$ cat src/rtl/btn_event_gen_pkg.sv
// Shared state encodings, 27 MHz timing defaults and a small width helper
// for the button event generator.
package btn_event_gen_pkg;

  typedef enum logic [1:0] {
    ST_IDLE         = 2'd0,
    ST_PRESS_WAIT   = 2'd1,
    ST_HELD         = 2'd2,
    ST_RELEASE_WAIT = 2'd3
  } btn_state_t;

  localparam int DEF_DEBOUNCE_CYCLES = 270000;    // 10 ms
  localparam int DEF_REPEAT_DELAY    = 13500000;  // 0.5 s
  localparam int DEF_REPEAT_PERIOD   = 2700000;   // 100 ms
  localparam int DEF_ACTIVE_LOW      = 1;

  function automatic int max3(input int a, input int b, input int c);
    int m;
    m = (a > b) ? a : b;
    return (m > c) ? m : c;
  endfunction

endpackage

$ cat src/rtl/sync_2ff.sv
// Two-flop synchronizer for an asynchronous single-bit input; both flops
// load RST_VAL on reset so the downstream logic sees a known idle level.
module sync_2ff #(
  parameter logic RST_VAL = 1'b0
) (
  input  logic clk,
  input  logic rst,
  input  logic i_d,
  output logic o_q
);

  logic r_meta;
  logic r_sync;

  always_ff @(posedge clk) begin
    if (rst) begin
      r_meta <= RST_VAL;
      r_sync <= RST_VAL;
    end else begin
      r_meta <= i_d;
      r_sync <= r_meta;
    end
  end

  assign o_q = r_sync;

endmodule

$ cat src/rtl/btn_event_gen.sv
// Debounces one raw push-button and emits single-cycle press, release and
// auto-repeat pulses plus a registered debounced "held" level.
module btn_event_gen
  import btn_event_gen_pkg::*;
#(
  parameter int DEBOUNCE_CYCLES = DEF_DEBOUNCE_CYCLES,
  parameter int REPEAT_DELAY    = DEF_REPEAT_DELAY,
  parameter int REPEAT_PERIOD   = DEF_REPEAT_PERIOD,
  parameter int ACTIVE_LOW      = DEF_ACTIVE_LOW
) (
  input  logic clk,
  input  logic rst,
  input  logic btn_raw,
  output logic held,
  output logic press_pulse,
  output logic release_pulse,
  output logic repeat_pulse
);

  localparam int CW = $clog2(max3(DEBOUNCE_CYCLES, REPEAT_DELAY, REPEAT_PERIOD) + 1);
  localparam bit REP_EN = (REPEAT_DELAY > 0);
  localparam logic [CW-1:0] DB_TERM  = CW'(DEBOUNCE_CYCLES - 1);
  localparam logic [CW-1:0] DLY_TERM = CW'(REP_EN ? REPEAT_DELAY - 1 : 0);
  localparam logic [CW-1:0] PER_TERM = CW'(REPEAT_PERIOD - 1);

  logic          w_sync;
  logic          w_p;
  btn_state_t    r_state;
  btn_state_t    w_state_nxt;
  logic [CW-1:0] r_db_cnt;
  logic [CW-1:0] r_rep_cnt;
  logic          r_rep_phase;
  logic          r_held;
  logic          w_press;
  logic          w_release;
  logic          w_repeat;
  logic          w_rep_term;

  // Reset value is the released pin level, so reset never looks like a press.
  sync_2ff #(
    .RST_VAL (ACTIVE_LOW != 0)
  ) u_sync (
    .clk (clk),
    .rst (rst),
    .i_d (btn_raw),
    .o_q (w_sync)
  );

  assign w_p = (ACTIVE_LOW != 0) ? ~w_sync : w_sync;

  assign w_rep_term = r_rep_phase ? (r_rep_cnt == PER_TERM) : (r_rep_cnt == DLY_TERM);

  always_comb begin
    w_state_nxt = r_state;
    w_press     = 1'b0;
    w_release   = 1'b0;
    w_repeat    = 1'b0;
    case (r_state)
      ST_IDLE: begin
        if (w_p) w_state_nxt = ST_PRESS_WAIT;
      end
      ST_PRESS_WAIT: begin
        if (!w_p) begin
          w_state_nxt = ST_IDLE;
        end else if (r_db_cnt == DB_TERM) begin
          w_state_nxt = ST_HELD;
          w_press     = 1'b1;
        end
      end
      ST_HELD: begin
        w_repeat = REP_EN && w_rep_term;
        if (!w_p) w_state_nxt = ST_RELEASE_WAIT;
      end
      ST_RELEASE_WAIT: begin
        if (w_p) begin
          w_state_nxt = ST_HELD;
        end else if (r_db_cnt == DB_TERM) begin
          w_state_nxt = ST_IDLE;
          w_release   = 1'b1;
        end
      end
      default: w_state_nxt = ST_IDLE;
    endcase
  end

  always_ff @(posedge clk) begin
    if (rst) r_state <= ST_IDLE;
    else     r_state <= w_state_nxt;
  end

  // Debounce counter restarts on every state change; terminal count always leaves the state.
  always_ff @(posedge clk) begin
    if (rst) begin
      r_db_cnt <= '0;
    end else if (w_state_nxt != r_state) begin
      r_db_cnt <= '0;
    end else if (r_state == ST_PRESS_WAIT || r_state == ST_RELEASE_WAIT) begin
      r_db_cnt <= r_db_cnt + 1'b1;
    end
  end

  // Repeat timer only advances in HELD, so a bounce into RELEASE_WAIT freezes it.
  always_ff @(posedge clk) begin
    if (rst) begin
      r_rep_cnt   <= '0;
      r_rep_phase <= 1'b0;
    end else if (w_press) begin
      r_rep_cnt   <= '0;
      r_rep_phase <= 1'b0;
    end else if (REP_EN && r_state == ST_HELD) begin
      if (w_rep_term) begin
        r_rep_cnt   <= '0;
        r_rep_phase <= 1'b1;
      end else begin
        r_rep_cnt   <= r_rep_cnt + 1'b1;
      end
    end
  end

  always_ff @(posedge clk) begin
    if (rst)            r_held <= 1'b0;
    else if (w_press)   r_held <= 1'b1;
    else if (w_release) r_held <= 1'b0;
  end

  assign held          = r_held;
  assign press_pulse   = w_press;
  assign release_pulse = w_release;
  assign repeat_pulse  = w_repeat;

endmodule
$ cat config.mk
export PLATFORM = sky130hd
export DESIGN_NAME = btn_event_gen
export DESIGN_NICKNAME = d
export VERILOG_FILES = /design/src/rtl/btn_event_gen_pkg.sv /design/src/rtl/sync_2ff.sv /design/src/rtl/btn_event_gen.sv
export SDC_FILE = /design/constraint.sdc
export NUM_CORES = 1
export LEC_CHECK = 0
export BUFFER_PORTS_ARGS = -buffer_cell sky130_fd_sc_hd__buf_2
export CORE_ASPECT_RATIO = 0.6
export CORE_MARGIN = 2
export CORE_UTILIZATION = 40
export DETAILED_ROUTE_END_ITERATION = 12
export PLACE_DENSITY = 0.53
export SYNTH_ARGS = -nofsm -noshare
export SYNTH_HDL_FRONTEND = slang
export SYNTH_SLANG_ARGS = --single-unit
$ cat constraint.sdc
create_clock -name clk -period 2.3 [get_ports clk]
set_clock_uncertainty 0.2 [all_clocks]
set_input_delay 0.46 -clock clk [delete_from_list [all_inputs] [get_ports clk]]
set_output_delay 0.46 -clock clk [all_outputs]
set_load 0.005 [all_outputs]
# After elaboration in Yosys (flattened, before gate mapping)
# Index checks and enable logic that the tools add are counted.
[word_totals] reg_bits=54 elab_cells=39
[classes] n_addsub=2 n_eq_ne=7 mux=17 n_reduce_logical=6
[ops] cell="24-bit by 1-bit adder with 24-bit output, second input constant" count=2
[ops] cell="24-bit by 19-bit == test with 1-bit output, second input constant" count=1
[ops] cell="24-bit by 22-bit == test with 1-bit output, second input constant" count=1
[ops] cell="24-bit == test, second input constant" count=1
[ops] cell="24-bit two-way mux" count=1
[ops] cell="2-bit two-way mux" count=6
[ops] cell="1-bit two-way mux" count=9
[ops] cell="2-bit case mux with 4 select lines" count=1
[ops] cell="2-bit == test, second input constant" count=2
[ops] cell="2-bit OR reduction" count=2
[ops] cell="2-bit by 1-bit == test with 1-bit output, second input constant" count=1
[ops] cell="2-bit logical NOT" count=1
[ops] cell="2-bit != test" count=1
[ops] cell="2-bit AND reduction" count=1
[ops] cell="2-bit nonzero test" count=1
[ops] cell="1-bit logical OR" count=1

# Logic depth before layout (Yosys ltp)
# Gate-level depths: netlist of run 1.
[depth] depth_word=6 ltp_mapped=8 mapped_depth_nobuf=6

# By module
# Synthesis of run 1 repeated with hierarchy kept, for this count alone.
[unflattened] cells_unflattened=301 hier_area_um2=2666.3
[by_module_without_submodules] mod="btn_event_gen" n_inst=1 cells_per_inst=297 area_each_um2=2613.8 seq_area_each_um2=1041.0
[by_module_without_submodules] mod="sync_2ff" n_inst=1 cells_per_inst=4 area_each_um2=52.6 seq_area_each_um2=40.0

# Least setup slack after synthesis of run 1
# Ideal clock, no wire load.
[synth_timing] path_kind="register to output" from="register r_db_cnt[0]" to="output port release_pulse" arrival_time_ns=1.472 slack_ns=0.168 stages_incl_launch_ff=6 n_path_buf=0 cell_sequence="dfxtp_1 -> ha_1 -> and4_1 -> nand3_1 -> nor4_1 -> and3_1"
[synth_via] elab_chain_cells=4
[synth_lines] element="from (decl)" line_no="btn_event_gen.sv:30" source="logic [CW-1:0] r_db_cnt;"
[synth_lines] element="from (signal assigned)" line_no="btn_event_gen.sv:98" source="r_db_cnt <= r_db_cnt + 1'b1;"
[synth_lines] element="24-bit by 19-bit == test with 1-bit output" line_no="btn_event_gen.sv:77" source="end else if (r_db_cnt == DB_TERM) begin"
[synth_lines] element="1-bit two-way mux" line_no="btn_event_gen.sv:77"
[synth_lines] element="1-bit two-way mux" line_no="btn_event_gen.sv:75" source="if (w_p) begin"
[synth_lines] element="1-bit two-way mux" line_no="btn_event_gen.sv:58" source="case (r_state)"
[synth_lines] element="to (decl)" line_no="btn_event_gen.sv:16" source="output logic release_pulse,"
# No other way between the ends.

# Worst setup path in the final report of run 1
# Same ends and word-level chain as after synthesis.

==> results of run 1 <==
[worst paths after layout]
check | slack (ns) | startpoint | end
hold / removal | 0.14 | btn_raw | u_sync.r_meta$_SDFF_PP1_
hold reg to reg | 0.23 | u_sync.r_meta$_SDFF_PP1_ | u_sync.o_q$_SDFF_PP1_
setup reg to reg | 0.15 | r_rep_cnt[0]$_SDFFE_PP0P_ | r_rep_cnt[10]$_SDFFE_PP0P_
setup / recovery | -0.14 | r_db_cnt[0]$_SDFFE_PP0P_ | release_pulse
[area by class of cell]
| cell class | instances | area, um^2 |
|---|---|---|
| inverter | 1 | 3.754 |
| timing repair buffer | 40 | 297.8 |
| sequential | 54 | 1094 |
| fill | 610 | 3073 |
| tap | 84 | 105.1 |
| multi-input combinational | 221 | 1486 |
| clock buffer | 7 | 76.32 |
| clock inverter | 1 | 30.03 |
[synthesized netlist by cell type (all sizes together) (4+ instances only)]
cell | instances | area share (%)
dfxtp | 54 | 42
nor2 | 52 | 7.6
xor2 | 32 | 11
nand2 | 20 | 2.9
nand3 | 19 | 3.7
nand4 | 17 | 4.1
xnor2 | 13 | 4.4
buf | 8 | 3.3
nor4 | 8 | 2.2
and3 | 7 | 1.7
nor3 | 6 | 1.6
a21oi | 5 | 0.97
and4 | 5 | 1.7
or2 | 4 | 0.97
[metal layers]
layer	routed length [um]	vias to the layer above	part of all wire, %	GRT usage, %
li1	-	1073	-	-
met1	3456	971	60	29.71
met2	1977	32	34	21.15
met3	282	2	4.9	4.433
met4	19	0	0.33	1.923
met5	0	-	0	0
[power by group]
group	internal [mW]	switching (mW)	total, mW
clock	0.327	0.309	0.635
combinational	0.0192	0.0257	0.0450
sequential	0.937	0.00401	0.941
total	1.28	0.339	1.62
[layout by cell type (no fill, tap or decap), types with 2 or more instances in the layout]
cell,count
xnor2_1,13
a21oi_1,5
mux2i_1,3
ha_4,2
nand4_1,17
and4_1,4
nor3_1,4
clkbuf_8,5
and3_1,7
o31ai_1,2
xor2_1,32
dfxtp_1,48
buf_2,6
nor3_2,2
or2_2,4
nand3_1,18
nor2_1,52
clkbuf_1,2
nor4bb_1,2
or4_1,2
and2_1,2
nor4_2,2
nand2_1,20
nor4_1,5
dfxtp_4,2
dfxtp_2,4
or3_1,2
buf_4,33
[flip-flops by register name, summed over array words and instances (netlist names)]
| register | flops |
|---|---|
| u_sync.o_q | 1 |
| r_db_cnt | 24 |
| r_state | 2 |
| held | 1 |
| r_rep_phase | 1 |
| r_rep_cnt | 24 |
| u_sync.r_meta | 1 |
[repair_timing]
item                       in CTS  in global routing
hold buffers                    0                  0
setup endpoints to repair       3                  3
resized for setup              12                  8
buffers inserted                2                  3
pin swaps                       5                  2
[kinds of logic (layout without fill, tap and decap cells)]
| family | after synthesis | count (layout) | synth area share, % |
|---|---|---|---|
| flip-flops | 54 | 54 | 41.92 |
| AO/OA/AOI/OAI | 13 | 13 | 3.639 |
| buffers and inverters | 9 | 49 | 3.493 |
| XOR/XNOR | 45 | 45 | 15.28 |
| adder cells (fa/ha/maj) | 2 | 2 | 0.9702 |
| multiplexers | 3 | 3 | 1.165 |
| AND/OR/NAND/NOR | 158 | 158 | 33.53 |
==> results.sh, run 1 <==
export IMPL_initial_core_util_pct=41.82
export IMPL_post_drt_wl_per_cell_um=14.06
export IMPL_min_path_cells=2
export IMPL_placed_cell_area_um2=2858
export IMPL_critPathTopFamily="simple AND/OR/NAND/NOR gates"
export IMPL_rsz0062_at_grt="true"
export IMPL_dp_hpwl_um=4140
export IMPL_slowest_delay_ns=0.37
export IMPL_avgSynthCellArea_um2=9.080
export IMPL_finalSetupTns_ns=-0.3373
export IMPL_placed_cells=395
export IMPL_crit_fanout=3
export IMPL_cts_tree="done"
export IMPL_finalHoldViolCount=0
export IMPL_irDropWorstVdd_uv=362.3
export IMPL_critical_path_arrival_ns=1.78
export IMPL_power_mw=1.621
export IMPL_synth_edf_count=0
export IMPL_clockBufferDepth=2
export IMPL_min_path_type="input pin to register"
export IMPL_synthDistinctLibCells=43
export IMPL_critical_path_slowest_cell="dfxtp_4"
export IMPL_path_cells="ha_4 > and4_4 > nand3_2 > nor4_2 > buf_4 > and3_1 > buf_2"
export IMPL_vias_per_cell=5.093
export IMPL_final_util_pct=50.16
export IMPL_die_h_um=66.20
export IMPL_synth_ff_latch_count=54
export IMPL_cts_root_buffer="clkbuf_8"
export IMPL_timing_final_crit_share_pct=106.0
export IMPL_ys_seq_area_share_pct=41.92
export IMPL_worstMarginPinSlew_ns=0.4222
export IMPL_cap_viol_max_count=0
export IMPL_die_area_um2=7126
export IMPL_die_x_um=107.7
export IMPL_setup_ws_ns=-0.1381
export IMPL_period_minus_slack_ns=2.438
export IMPL_grt_pass1_wl_um=9611
export IMPL_cts_num_sinks=54
export IMPL_num_rows=22
export IMPL_synth_area_um2=2579
export IMPL_synth_cells=284
export IMPL_fmax_mhz=410.2
export IMPL_p_leak_nw=1.082
export IMPL_drive_gt1_share_pct=22.84
export IMPL_place_gp_congestion=0.8237
export IMPL_setup_viol=3
export IMPL_clkSlewWorstSetupHoldPaths_ns=0.10
export IMPL_drt_iter0_drc=150
export IMPL_criticalPathCategory="register to primary output"
export IMPL_ys_warn_count=0
export IMPL_numCtsBuffers=5
export IMPL_io_pins=7
export IMPL_synth_ff_type="dfxtp_1"
export IMPL_status="complete, but fails checks"
export IMPL_overflow=0
export IMPL_grt_use_total_pct=17.45
export IMPL_rr_worst_depth=8
export IMPL_cp_required_ns=1.64
export IMPL_antenna_found_initial=0
export IMPL_cts_max_level=2
export IMPL_drc=0
export IMPL_io_buffers=6
export IMPL_firstDrtPassIters=4
export IMPL_pre_cts_ws_ns=0.07515
export IMPL_grt_pass1_vias=1898
export IMPL_cp_num_buf_inv=2
export IMPL_grt_max_degree=25
export IMPL_syn_num_nets=289
export IMPL_nets=328
export IMPL_syn_to_final_growth_pct=19.94
export IMPL_async_reset_ff_share_pct=0
export IMPL_finalMaxSlewViolations=0
export IMPL_stdcell_count=408
export IMPL_n_antenna_cell=0
export IMPL_power_density_nw_per_um2=524.1
export IMPL_clock_latency_ns=0.30
export IMPL_cp_end_kind="primary output"
export IMPL_start_kind="register"
export IMPL_core_area_um2=6166
export IMPL_fin_area_um2=3093
export IMPL_whs_ns=0.1434
export IMPL_violations="setup timing"
export IMPL_drt_total_wl_um=5735
export IMPL_relSlewSlack_pct=71.60
export IMPL_ant_nets=0
export IMPL_dr_total_vias=2078
export IMPL_cp_num_cells=7
Note: power is estimated with default switching activity, not from simulation.
==> run 2, diff against run 1 <==
CORE_UTILIZATION = 35   (was 40)
PLACE_DENSITY = 0.48   (was 0.53)
==> results.sh, run 2 (synthesis results as in run 1) <==
export IMPL_io_buffers=6
export IMPL_power_density_nw_per_um2=555.2
export IMPL_dp_hpwl_um=4234
export IMPL_startpoint="r_db_cnt[4]$_SDFFE_PP0P_"
export IMPL_mostFrequentLayoutCells="nor2_1 (52), dfxtp_1 (44), buf_4 (35), xor2_1 (32), nand2_1 (20)"
export IMPL_clockBufferDepth=2
export IMPL_period_minus_slack_ns=2.487
export IMPL_finalHoldViolCount=0
export IMPL_mostFrequentLayoutCell="nor2_1"
export IMPL_antenna_found_initial=0
export IMPL_placed_cells=400
export IMPL_cts_root_buffer="clkbuf_16"
export IMPL_critical_path_slowest_cell="nor4b_4"
export IMPL_drive_gt1_share_pct=25.15
export IMPL_grt_max_degree=25
export IMPL_core_area_um2=7207
export IMPL_die_h_um=70.49
export IMPL_post_drt_wl_per_cell_um=14.03
export IMPL_path_cells="nor4b_4 > nand3_4 > nor4_4 > buf_4 > and3_4 > buf_6"
export IMPL_holdBufCountCts=0
export IMPL_relSlewSlack_pct=75.35
export IMPL_rsz0062_at_grt="true"
export IMPL_cp_end_kind="primary output"
export IMPL_irDropWorstVdd_uv=270.3
export IMPL_cts_num_sinks=54
export IMPL_timing_final_crit_share_pct=108.1
export IMPL_nets=330
export IMPL_worstMarginPinSlew_ns=0.3595
export IMPL_grt_pass1_wl_um=9646
export IMPL_ant_nets=0
export IMPL_die_x_um=114.8
export IMPL_syn_to_final_growth_pct=23.05
export IMPL_vias_per_cell=4.947
export IMPL_start_kind="register"
export IMPL_overflow=0
export IMPL_criticalPathCategory="register to primary output"
export IMPL_setup_viol=2
export IMPL_dr_total_vias=2063
export IMPL_cts_max_level=2
export IMPL_clkSlewWorstSetupHoldPaths_ns=0.07
export IMPL_violations="setup timing"
export IMPL_num_rows=24
export IMPL_min_delay_start="btn_raw"
export IMPL_setup_ws_ns=-0.1870
export IMPL_die_area_um2=8093
export IMPL_finalMaxSlewViolations=0
export IMPL_grt_use_total_pct=15.31
export IMPL_critical_path_arrival_ns=1.83
export IMPL_firstDrtPassIters=4
export IMPL_drt_iter0_drc=127
export IMPL_r2r_start="r_rep_cnt[5]$_SDFFE_PP0P_"
export IMPL_cp_required_ns=1.64
export IMPL_p_leak_nw=1.115
export IMPL_io_pins=7
export IMPL_drt_total_wl_um=5850
export IMPL_drc=0
export IMPL_numCtsBuffers=5
export IMPL_slowest_delay_ns=0.38
export IMPL_status="complete, but fails checks"
export IMPL_reg_top3="r_db_cnt x24, r_rep_cnt x24, r_state x2"
export IMPL_clock_latency_ns=0.29
export IMPL_grt_pass1_vias=1834
export IMPL_cap_viol_max_count=0
export IMPL_fmax_mhz=402.1
export IMPL_initial_core_util_pct=35.78
export IMPL_pre_cts_ws_ns=0.04899
export IMPL_whs_ns=0.1528
export IMPL_place_gp_congestion=0.8274
export IMPL_stdcell_count=417
export IMPL_min_path_type="input pin to register"
export IMPL_crit_fanout=3
export IMPL_cts_tree="done"
export IMPL_n_antenna_cell=0
## run 2: cell types whose count changed in the layout (fill, tap and decap cells not counted), moves of 2 or more
cell       delta
clkbuf_16     +5
dfxtp_1       -4
buf_4         +2
clkbuf_1      -2
clkbuf_8      -4
dfxtp_2       +5
## run 2: cell type report
type,count,area (um^2)
fillers,723,4034
multi-input cells,221,1489
flip-flops and latches,54,1096
repair buffers,42,319.1
clock buffers,6,138.9
well taps,91,113.9
clock inverters,2,12.51
inverters,1,3.754
## run 2: worst max-delay path: cells and delay by family (launching register included)
| family | cells | cell delay (ns) |
|---|---|---|
| buffers and inverters | 2 | 0.24 |
| DFF | 1 | 0.36 |
| and+or+nand+nor | 4 | 0.93 |
## run 2: path summary, 6_finish.rpt
check | cells after the start | to | slack, ns
max | 6 | release_pulse | -0.19
min reg2reg | 1 | u_sync.o_q$_SDFF_PP1_ | 0.23
max reg2reg | 5 | r_rep_cnt[19]$_SDFFE_PP0P_ | 0.20
min | 2 | u_sync.r_meta$_SDFF_PP1_ | 0.15
## run 2: through the flow
| stage | instance area, um^2 | setup TNS [ns] | util [%] | total power, mW |
|---|---|---|---|---|
| finish | 3173 | -0.3322 | 44.03 | 1.762 |
| global route | 3173 | -0.5837 | 44.03 | 1.832 |
| CTS | 3093 | -0.4209 | 42.92 | 1.783 |
| detailed placement | 2851 | 0 | 39.57 | 1.009 |
| global placement | 2851 | 0 | 39.57 | 1.009 |
| floorplan | 2579 | 0 | - | 1.000 |
## run 2: where the power goes
part	internal [mW]	total (mW)	switching, mW
clock network	0.432	0.775	0.343
registers	0.938	0.942	0.00434
logic	0.0191	0.0446	0.0255
total	1.39	1.76	0.373
## run 2: per-layer routing
layer	track usage, %	part of all wire, %	up-vias
met5	0	0	-
met1	26.41	60	939
met4	4.016	0.82	0
met3	3.646	4.8	4
li1	-	-	1081
met2	17.49	34	39
## run 2: what timing repair did
action / in CTS / in global routing
pin swaps: 4 / 5
endpoints found under the setup margin: 3 / 3
setup buffers: 5 / 4
resized for setup: 13 / 12
==> run 3, diff against run 2 <==
BUFFER_PORTS_ARGS = -buffer_cell sky130_fd_sc_hd__buf_4   (was -buffer_cell sky130_fd_sc_hd__buf_2)
==> results.sh, run 3 (synthesis results as in run 1) <==
export IMPL_worstMarginPinSlew_ns=0.3819
export IMPL_criticalPathCategory="register to primary output"
export IMPL_initial_core_util_pct=35.78
export IMPL_pre_cts_ws_ns=-0.03994
export IMPL_critical_path_arrival_ns=1.82
export IMPL_cts_num_sinks=54
export IMPL_r2r_end="r_rep_cnt[7]$_SDFFE_PP0P_"
export IMPL_r2r_start="r_rep_cnt[1]$_SDFFE_PP0P_"
export IMPL_grt_max_degree=25
export IMPL_mostFrequentLayoutCells="nor2_1 (52), dfxtp_1 (44), buf_4 (39), xor2_1 (32), nand2_1 (20)"
export IMPL_period_minus_slack_ns=2.485
export IMPL_drt_total_wl_um=6008
export IMPL_setup_viol=3
export IMPL_vias_per_cell=5.014
export IMPL_power_mw=1.853
export IMPL_startpoint="r_db_cnt[22]$_SDFFE_PP0P_"
export IMPL_power_density_nw_per_um2=579.7
export IMPL_dr_total_vias=2081
export IMPL_critPathTopFamily="simple AND/OR/NAND/NOR gates"
export IMPL_rsz0062_at_grt="true"
export IMPL_status="complete, but fails checks"
export IMPL_dp_hpwl_um=4249
export IMPL_ant_nets=0
export IMPL_violations="setup timing"
export IMPL_cp_num_cells=6
export IMPL_num_rows=24
export IMPL_cts_root_buffer="clkbuf_16"
export IMPL_numCtsBuffers=5
export IMPL_fmax_mhz=402.4
export IMPL_stdcell_count=415
export IMPL_cp_required_ns=1.64
export IMPL_post_drt_wl_per_cell_um=14.48
export IMPL_overflow=0
export IMPL_die_x_um=114.8
export IMPL_io_pins=7
export IMPL_antenna_found_initial=0
export IMPL_timing_final_crit_share_pct=108.0
export IMPL_setup_ws_ns=-0.1849
export IMPL_die_area_um2=8093
export IMPL_cp_num_buf_inv=2
export IMPL_finalHoldViolCount=0
export IMPL_placed_cell_area_um2=2851
export IMPL_reg2reg_slack_ns=0.22
export IMPL_clkSlewWorstSetupHoldPaths_ns=0.07
export IMPL_grt_use_total_pct=15.69
export IMPL_drt_iter0_drc=160
export IMPL_core_area_um2=7207
export IMPL_relSlewSlack_pct=74.44
export IMPL_slowest_delay_ns=0.36
export IMPL_grt_pass1_wl_um=9708
export IMPL_path_cells="nor4_4 > nand3_2 > nor4_4 > buf_4 > and3_1 > buf_4"
export IMPL_clock_latency_ns=0.29
export IMPL_cts_tree="done"
export IMPL_cap_viol_max_count=0
export IMPL_finalSetupTns_ns=-0.3539
export IMPL_start_kind="register"
export IMPL_placed_cells=398
export IMPL_drc=0
export IMPL_place_gp_congestion=0.7710
export IMPL_reg_top3="r_db_cnt x24, r_rep_cnt x24, r_state x2"
export IMPL_p_leak_nw=1.115
export IMPL_die_h_um=70.49
export IMPL_critical_path_slowest_cell="dfxtp_4"
export IMPL_grt_pass1_vias=1851
export IMPL_cp_end_kind="primary output"
export IMPL_syn_to_final_growth_pct=23.97
export IMPL_crit_fanout=3
export IMPL_clockBufferDepth=2
export IMPL_n_antenna_cell=0
export IMPL_final_util_pct=44.36
export IMPL_cts_max_level=2
export IMPL_whs_ns=0.1476
export IMPL_drive_gt1_share_pct=24.69
export IMPL_crit_end="release_pulse"
export IMPL_fin_area_um2=3197
export IMPL_firstDrtPassIters=4
export IMPL_io_buffers=6
export IMPL_min_path_type="input pin to register"
export IMPL_nets=328
export IMPL_mostFrequentLayoutCell="nor2_1"
export IMPL_finalMaxSlewViolations=0
export IMPL_rr_worst_depth=8
export IMPL_irDropWorstVdd_uv=277.4
run 3: cell types whose count changed in the layout (fill, tap and decap cells not counted), sizes merged:
cell    previous run  this run
buf               42        40
bufinv             0         1
clkinv             1         0
run 3: cell type report:
cell class / count / area [um^2]
Clock buffer: 6 / 128.9
Fill cell: 715 / 4010
Inverter: 1 / 3.754
Sequential cell: 54 / 1096
Clock inverter: 2 / 37.54
Timing Repair Buffer: 40 / 312.8
Tap cell: 91 / 113.9
Multi-Input combinational cell: 221 / 1504
run 3: where the power goes:
group          internal (mW)  total (mW)  switching, mW
Combinational         0.0209      0.0465         0.0256
Sequential             0.937       0.942        0.00417
Clock                  0.515       0.865          0.350
Total                   1.47        1.85          0.380
run 3: worst min-delay path by stage:
stage / cells after the start / endpoint / slack (ns) / startpoint
finish: 2 / u_sync.r_meta$_SDFF_PP1_ / 0.15 / btn_raw
global route: 2 / u_sync.r_meta$_SDFF_PP1_ / 0.14 / btn_raw
CTS: 2 / u_sync.r_meta$_SDFF_PP1_ / 0.14 / btn_raw
detailed placement: 1 / u_sync.o_q$_SDFF_PP1_ / 0.20 / u_sync.r_meta$_SDFF_PP1_
global placement: 1 / u_sync.o_q$_SDFF_PP1_ / 0.20 / u_sync.r_meta$_SDFF_PP1_
floorplan: 1 / u_sync.o_q$_SDFF_PP1_ / 0.19 / u_sync.r_meta$_SDFF_PP1_
run 3: layer usage:
layer	routed length, um	GRT usage, %	share of wire, %
met5	0	0	0
met1	3622	26.79	60
met3	264	4.167	4.4
met2	2045	17.55	34
met4	76	4.819	1.3
run 3: repair_timing:
| item | CTS | global route |
|---|---|---|
| endpoints found under the setup margin | 3 | 3 |
| buffers inserted | 5 | 4 |
| endpoints found under the hold margin | 0 | 0 |
| resized for setup | 16 | 10 |
| hold buffers | 0 | 0 |
| pin swaps | 4 | 4 |
